File: config.mk
export PLATFORM = sky130hd
export DESIGN_NAME = level_progress_fsm
export DESIGN_NICKNAME = d
export VERILOG_FILES = /design/src/rtl/level_progress_fsm.sv
export SDC_FILE = /design/constraint.sdc
export NUM_CORES = 1
export LEC_CHECK = 0
export BUFFER_PORTS_ARGS = -buffer_cell sky130_fd_sc_hd__buf_4
export CORE_ASPECT_RATIO = 1.2
export CORE_UTILIZATION = 50
export CTS_CLUSTER_SIZE = 24
export DETAILED_ROUTE_END_ITERATION = 8
export PLACE_DENSITY = 0.72
export SKIP_LAST_GASP = 1
export SLEW_MARGIN = 0
export SYNTH_ARGS = -nofsm -noshare
export SYNTH_HDL_FRONTEND = slang
export SYNTH_SLANG_ARGS = --single-unit
File: constraint.sdc
create_clock -name clk -period 4.7 [get_ports clk]
set_clock_uncertainty 0.1 [all_clocks]
set_input_delay 0.94 -clock clk [delete_from_list [all_inputs] [get_ports clk]]
set_output_delay 0.94 -clock clk [all_outputs]
set_load 0.02 [all_outputs]
File: src/rtl/level_progress_fsm.sv
// level_progress_fsm: score accumulation, level timer and level progression
// for the game. It consumes the collision hit pulse and drives the game-state
// flags plus the score, level, timer and target displays.
module level_progress_fsm #(
   parameter int FRAMES_PER_SEC = 30,
   parameter int LEVEL_TIME     = 60,
   parameter int BASE_TARGET    = 100,
   parameter int TARGET_STEP    = 75,
   parameter int MAX_LEVEL      = 4,
   parameter int CLEAR_FRAMES   = 90
) (
   input  logic        clk,
   input  logic        reset,
   input  logic        startOfFrame,
   input  logic        start_game,
   input  logic        SingleHitPulse,
   input  logic [7:0]  hit_value,
   output logic [15:0] score,
   output logic [3:0]  level,
   output logic [7:0]  time_left,
   output logic [15:0] target,
   output logic        playing,
   output logic        level_cleared_pulse,
   output logic        game_over,
   output logic        game_won
);

   localparam int FW = $clog2(FRAMES_PER_SEC + 1);
   localparam int CW = $clog2(CLEAR_FRAMES + 1);
   localparam logic [FW-1:0] FRAME_LAST = FW'(FRAMES_PER_SEC - 1);
   localparam logic [CW-1:0] CLEAR_LAST = CW'(CLEAR_FRAMES - 1);
   localparam logic [7:0]    TIME_INIT  = 8'(LEVEL_TIME);
   localparam logic [3:0]    LVL_MAX    = 4'(MAX_LEVEL);

   typedef enum logic [2:0] {
      S_IDLE  = 3'd0,
      S_PLAY  = 3'd1,
      S_CLEAR = 3'd2,
      S_LOSE  = 3'd3,
      S_WIN   = 3'd4
   } state_t;

   state_t          state_q, state_d;
   logic [15:0]     score_q, score_d;
   logic [3:0]      level_q, level_d;
   logic [7:0]      time_q, time_d;
   logic [FW-1:0]   frame_q, frame_d;
   logic [CW-1:0]   clear_q, clear_d;
   logic            playing_q, playing_d;
   logic            pulse_q, pulse_d;
   logic            over_q, over_d;
   logic            won_q, won_d;

   logic [16:0]     hit_sum;
   logic [15:0]     score_next;
   logic            sec_tick;

   // Target grows linearly with the level index.
   assign target = 16'(BASE_TARGET) + 16'(level_q) * 16'(TARGET_STEP);

   // State and datapath registers; reset overrides everything.
   always_ff @(posedge clk) begin
      if (reset) begin
         state_q   <= S_IDLE;
         score_q   <= 16'd0;
         level_q   <= 4'd0;
         time_q    <= TIME_INIT;
         frame_q   <= '0;
         clear_q   <= '0;
         playing_q <= 1'b0;
         pulse_q   <= 1'b0;
         over_q    <= 1'b0;
         won_q     <= 1'b0;
      end else begin
         state_q   <= state_d;
         score_q   <= score_d;
         level_q   <= level_d;
         time_q    <= time_d;
         frame_q   <= frame_d;
         clear_q   <= clear_d;
         playing_q <= playing_d;
         pulse_q   <= pulse_d;
         over_q    <= over_d;
         won_q     <= won_d;
      end
   end

   // Next-state and datapath: hit accumulation, second timer, level transitions.
   always_comb begin
      state_d = state_q;
      score_d = score_q;
      level_d = level_q;
      time_d  = time_q;
      frame_d = frame_q;
      clear_d = clear_q;

      // Saturating add; score_next already includes a same-cycle hit so the
      // final-tick comparison sees it.
      hit_sum    = {1'b0, score_q} + {9'd0, hit_value};
      score_next = SingleHitPulse ? (hit_sum[16] ? 16'hFFFF : hit_sum[15:0]) : score_q;
      sec_tick   = startOfFrame && (frame_q == FRAME_LAST);

      case (state_q)
         S_IDLE: begin
            if (start_game) begin
               state_d = S_PLAY;
               score_d = 16'd0;
               level_d = 4'd0;
               time_d  = TIME_INIT;
               frame_d = '0;
               clear_d = '0;
            end
         end
         S_PLAY: begin
            score_d = score_next;
            if (startOfFrame) frame_d = sec_tick ? '0 : frame_q + FW'(1);
            if (sec_tick && time_q != 8'd0) begin
               time_d = time_q - 8'd1;
               if (time_q == 8'd1) begin
                  clear_d = '0;
                  if (score_next >= target)
                     state_d = (level_q < LVL_MAX) ? S_CLEAR : S_WIN;
                  else
                     state_d = S_LOSE;
               end
            end
         end
         S_CLEAR: begin
            if (startOfFrame) begin
               if (clear_q == CLEAR_LAST) begin
                  clear_d = '0;
                  frame_d = '0;
                  time_d  = TIME_INIT;
                  level_d = (level_q < LVL_MAX) ? level_q + 4'd1 : level_q;
                  state_d = S_PLAY;
               end else begin
                  clear_d = clear_q + CW'(1);
               end
            end
         end
         S_LOSE, S_WIN: begin
            if (start_game) state_d = S_IDLE;
         end
         default: state_d = S_IDLE;
      endcase
   end

   // Flag outputs, registered from the upcoming state.
   always_comb begin
      playing_d = (state_d == S_PLAY);
      pulse_d   = (state_q == S_PLAY) && (state_d == S_CLEAR);
      over_d    = (state_d == S_LOSE);
      won_d     = (state_d == S_WIN);
   end

   assign score               = score_q;
   assign level               = level_q;
   assign time_left           = time_q;
   assign playing             = playing_q;
   assign level_cleared_pulse = pulse_q;
   assign game_over           = over_q;
   assign game_won            = won_q;

endmodule

======== Yosys cells after proc, flatten, opt, wreduce, memory -nomap -nowiden ========
Index checks and enable logic that the tools add are counted.
cells by class
  add/subtract/negate cells ............... 6
  multiply operators ...................... 1
  magnitude comparators ................... 2
  equality and inequality tests ........... 18
  multiplexer cells ....................... 35
  reductions and logical operators ........ 14
operators with widths
  operator               count
  $mux 16                3
  $mux 7                 5
  $mux 8                 4
  $pmux 16 s2            1
  $mux 5                 5
  $mux 3                 8
  $pmux 8 s3             1
  $pmux 7 s3             1
  $reduce_and 5->1       4
  $add 16x8->17          1
  $ge 16x12->1           1
  $mux 4                 4
  $pmux 5 s3             1
  $ne 2x2->1 const B     7
  $add 7x11->12 const A  1
  $eq 3x2->1 const B     4
  $pmux 3 s4             1
  $mul 4x7->11 const B   1
  $eq 8x1->1 const B     1
  $pmux 4 s2             1
  $reduce_bool 8->1      1
  $sub 8x1->8 const B    1
  $add 7x1->7 const B    1
  $eq 7x7->1 const B     1
  12 further kinds       17
word-level totals
  register bits ........................... 47
  input bits .............................. 13
  output and inout port bits .............. 48

======== Depth between registers and ports, before layout ========
  word-level depth ........................ 10
  mapped depth ............................ 20
  gate-level depth less buffers ........... 20

======== Worst setup path after synthesis ========
Ideal clock, no wire load.
  path kind ............................... input to register
  start point ............................. input hit_value[0]
  end point ............................... register won_q (netlist: game_won)
  setup time .............................. 115 ps
  arrival time ............................ 4131 ps
  required time ........................... 4485 ps
  setup slack ............................. 354 ps
  stages on the path ...................... 14
  path buffers ............................ 0
  cells stage by stage .................... ha_1 fa_1 a211o_1 a2111oi_4 o31ai_1 o22a_1 ha_1 o211ai_1 a21oi_1 nor4_1 o21ai_0 a311oi_2 a31oi_1 a21o_2
between the ends
  word-level cells in the longest chain between the ends .. 9
RTL lines
  item                   line  RTL
  start, declared        17    input logic [7:0] hit_value,
  $add 16x8->17          99    hit_sum = {1'b0, score_q} + {9'd0, hit_value};
  $mux 16 (2 in series)  100   score_next = SingleHitPulse ? (hit_sum[16] ? 16'hFFFF : hit_sum[15:0]) : score_q;
  $ge 16x12->1           121   if (score_next >= target)
  $mux 3                 121
  $mux 3                 119   if (time_q == 8'd1) begin
  $mux 3                 117   if (sec_tick && time_q != 8'd0) begin
  $pmux 3 s4             103   case (state_q)
  $eq 3x3->1             153   won_d = (state_d == S_WIN);
  end signal, assigned   84    won_q <= won_d;
  end, declared          52    logic won_q, won_d;
No other way between the ends.
A chain may end at the register's enable or synchronous reset.

======== Worst setup path in the final report ========
  start point ............................. register level_q[2] (netlist: level[2])
  end point ............................... output target[9]
between the ends
  word-level cells in the longest chain between the ends .. 2
RTL lines
  item                    line  RTL
  start, declared         45    logic [3:0] level_q, level_d;
  start signal, assigned  77    level_q <= level_d;
  $mul 4x7->11            59    assign target = 16'(BASE_TARGET) + 16'(level_q) * 16'(TARGET_STEP);
  $add 7x11->12           59
  end, declared           21    output logic [15:0] target,
No other way between the ends.

==> flow_metrics.env <==
export IMPL_dr_wl_met2_um=3783
export IMPL_cp_data_required_time_ps=3660
export IMPL_worstPathArrival_ps=3330
export IMPL_met1_length_um=3429
export IMPL_netlist_instances=405
export IMPL_synth_mux_area_share_pct=0.8890
export IMPL_root_buffer="clkbuf_8"
export IMPL_rows=33
export IMPL_postSynthAreaPerCell_um2=8.687
export IMPL_cts_tree="built"
export IMPL_crit_path_max_incr_delay_ps=400
export IMPL_hold_buffers=0
export IMPL_fin_crit_sh_pct=92.95
export IMPL_layout_common_cells="buf_4 (59), dfxtp_1 (47), ha_1 (46), nor2_1 (42), nand2_1 (29)"
export IMPL_route_detailed_drc=0
export IMPL_power_total_mw=0.9379
export IMPL_clock_sinks=47
export IMPL_ys_seq_area_share_pct=26.74
export IMPL_numCtsBuffers=5
export IMPL_vias_per_cell=5.549
export IMPL_layout_commonest_cell="buf_4"
export IMPL_n_antenna_cell=0
export IMPL_crit_family="adder cells"
export IMPL_setup_violations=0
export IMPL_core_area_um2=6813
export IMPL_gp_congestion=0.8407
export IMPL_hold_viol_final=0
export IMPL_cp_num_buf_inv=5
export IMPL_worst_slew_pin_slew_ps=971.6
export IMPL_grtUsageTotal_pct=21.26
export IMPL_clk_latency_ps=300
export IMPL_grt_overflow=0
export IMPL_power_density_nw_per_um2=229.2
export IMPL_irDropWorstVdd_mv=0.1647
export IMPL_placed_area_um2=3991
export IMPL_areaGrowthSynthToFinish_pct=16.29
export IMPL_clockBufferDepth=2
export IMPL_maxCapViolCount=0
export IMPL_drtIter0Drc=151
export IMPL_synthSimpleGateAreaFrac_pct=18.24
export IMPL_drv_slew=0
export IMPL_endpoint_kind="primary output"
export IMPL_path_clk_slew_ps=100
export IMPL_yosysUniqueCellTypes=62
export IMPL_antenna_found_initial=0
export IMPL_wl_met3_um=269
export IMPL_pin_count=61
export IMPL_netlist_area_um2=3518
export IMPL_chipHeight_um=93.89
export IMPL_hp_class="register to register"
export IMPL_drive_above_1_share_pct=19.17
export IMPL_synth_fa_ha_area_share_pct=18.07
export IMPL_async_flop_share_pct=0
export IMPL_cp_start_kind="register"
export IMPL_final_cell_area_um2=4091
export IMPL_rsz0062_at_grt="false"
export IMPL_final_setup_tns_ps=0
export IMPL_max_freq_mhz=228.9
export IMPL_yosys_warnings=0
export IMPL_cts_htree_levels=2
export IMPL_synth_edff_count=0
export IMPL_post_place_ws_ps=-38.28
export IMPL_leakagePower_nw=1.923
export IMPL_max_slew_margin_rel_pct=34.99
export IMPL_path_common_cell="inv_1"
export IMPL_first_pass_iters=4
export IMPL_initial_core_util_pct=51.64
export IMPL_postCtsResizedCells=0
export IMPL_fin_crit_ps=4369
export IMPL_synth_compound_area_share_pct=20.95
export IMPL_die_x_um=78.58
export IMPL_route_top_layer_used="met4"
export IMPL_grt_pass1_wl_um=12640
export IMPL_synth_xor_area_share_pct=9.459
export IMPL_hpwl_um=5901
export IMPL_outcome="finished, final reports clean"
export IMPL_num_vias=3030
export IMPL_io_buffers=55
export IMPL_wl_per_cell_um=13.79
export IMPL_postCtsSetupBuffers=0
export IMPL_crit_path_max_fanout=4
export IMPL_ant_nets=0
export IMPL_fin_nets=520
export IMPL_die_area_um2=7377
export IMPL_slowest_stage="fa_1"
export IMPL_ys_flop_type="dfxtp_1"
export IMPL_worst_slack_ps=331.3
export IMPL_grt_pass1_vias=2773
export IMPL_ys_seq_elements=47
export IMPL_grt_max_degree=19
export IMPL_cp_cell_sequence="inv_1, ha_1, xnor2_1, xnor2_1, ha_1, ha_1, inv_1, fa_1, inv_1, a21oi_1, o21bai_1, a21oi_1, o21bai_1, xnor2_1, inv_1, buf_4"
export IMPL_synth_top_family_by_area="compound AO/OA/AOI/OAI gates"
export IMPL_drt_wl_total_um=7530
export IMPL_path_class="register to primary output"
## metrics by stage
stage | hold WS, ps | util (%) | instances
5_1_grt | 451.9 | 60.06 | 546
2_1_floorplan | 371.0 | - | 409
3_3_place_gp | 386.6 | 58.59 | 538
4_1_cts | 418.3 | 59.94 | 546
3_5_place_dp | 394.3 | 58.59 | 538
6_report | 413.4 | 60.06 | 546
## per-layer routing
layer  vias up  track usage [%]
met4         0            4.938
met1      1429            25.93
li1       1538                -
met3         6            2.913
met2        57            38.91
met5         -                0
## kinds of logic after synthesis
group / Yosys count
xor gates and xnor gates: 38
and+or+nand+nor: 126
other: 1
buffers and inverters: 44
adders and majority gates: 49
muxes: 3
AOI/OAI and AO/OA: 97
DFF: 47
## synthesized netlist by cell type (7+ instances only)
| cell | n | area, um2 |
|---|---|---|
| a21oi_1 | 16 | 80.08 |
| a21o_1 | 10 | 75.07 |
| nand2_1 | 29 | 108.9 |
| ha_1 | 46 | 575.6 |
| nand3_1 | 13 | 65.06 |
| xor2_1 | 16 | 140.1 |
| dfxtp_1 | 47 | 940.9 |
| nor2_1 | 42 | 157.7 |
| o21ai_0 | 10 | 50.05 |
| inv_1 | 27 | 101.4 |
| o22a_1 | 7 | 61.31 |
| clkbuf_1 | 7 | 26.28 |
| buf_4 | 7 | 52.55 |
| a22o_1 | 13 | 113.9 |
| xnor2_1 | 22 | 192.7 |
## final cells by class
cell class                      count  area, um2
Sequential cell                    47      940.9
Fill cell                         648       2721
Multi-Input combinational cell    318       2405
Timing Repair Buffer               59      442.9
Tap cell                           87      108.9
Clock inverter                      3      23.77
Inverter                           27      101.3
Clock buffer                        5      68.82
## state kept, by name, indices dropped and copies added (netlist names)
| signal | cells |
|---|---|
| score | 16 |
| time_left | 8 |
| clear_q | 7 |
| frame_q | 5 |
| level | 4 |
| state_q | 3 |
| game_over | 1 |
| game_won | 1 |
| level_cleared_pulse | 1 |
| playing | 1 |
## worst register-to-register path: cells and delay by family (launching register included)
kind / cells / cell delay [ps]
buffers and inverters: 3 / 210
AOI/OAI and AO/OA: 9 / 1650
DFF: 1 / 340
adders and majority gates: 5 / 1420
xor gates and xnor gates: 3 / 420
## power breakdown
group          switching [mW]  leakage (nW)  internal [mW]
registers              0.0198         0.381          0.412
logic                   0.139          1.50          0.109
clock network           0.151        0.0408          0.107
total                   0.310          1.92          0.628
## path summary, 6_finish.rpt
check             start         end  slack [ps]  cells after the start
max            level[2]   target[9]         330                     16
min          clear_q[6]  clear_q[6]         410                      2
max reg2reg    level[2]    game_won         450                     20
min reg2reg  clear_q[6]  clear_q[6]         410                      2
No activity file was read; power rests on OpenSTA's default activity.
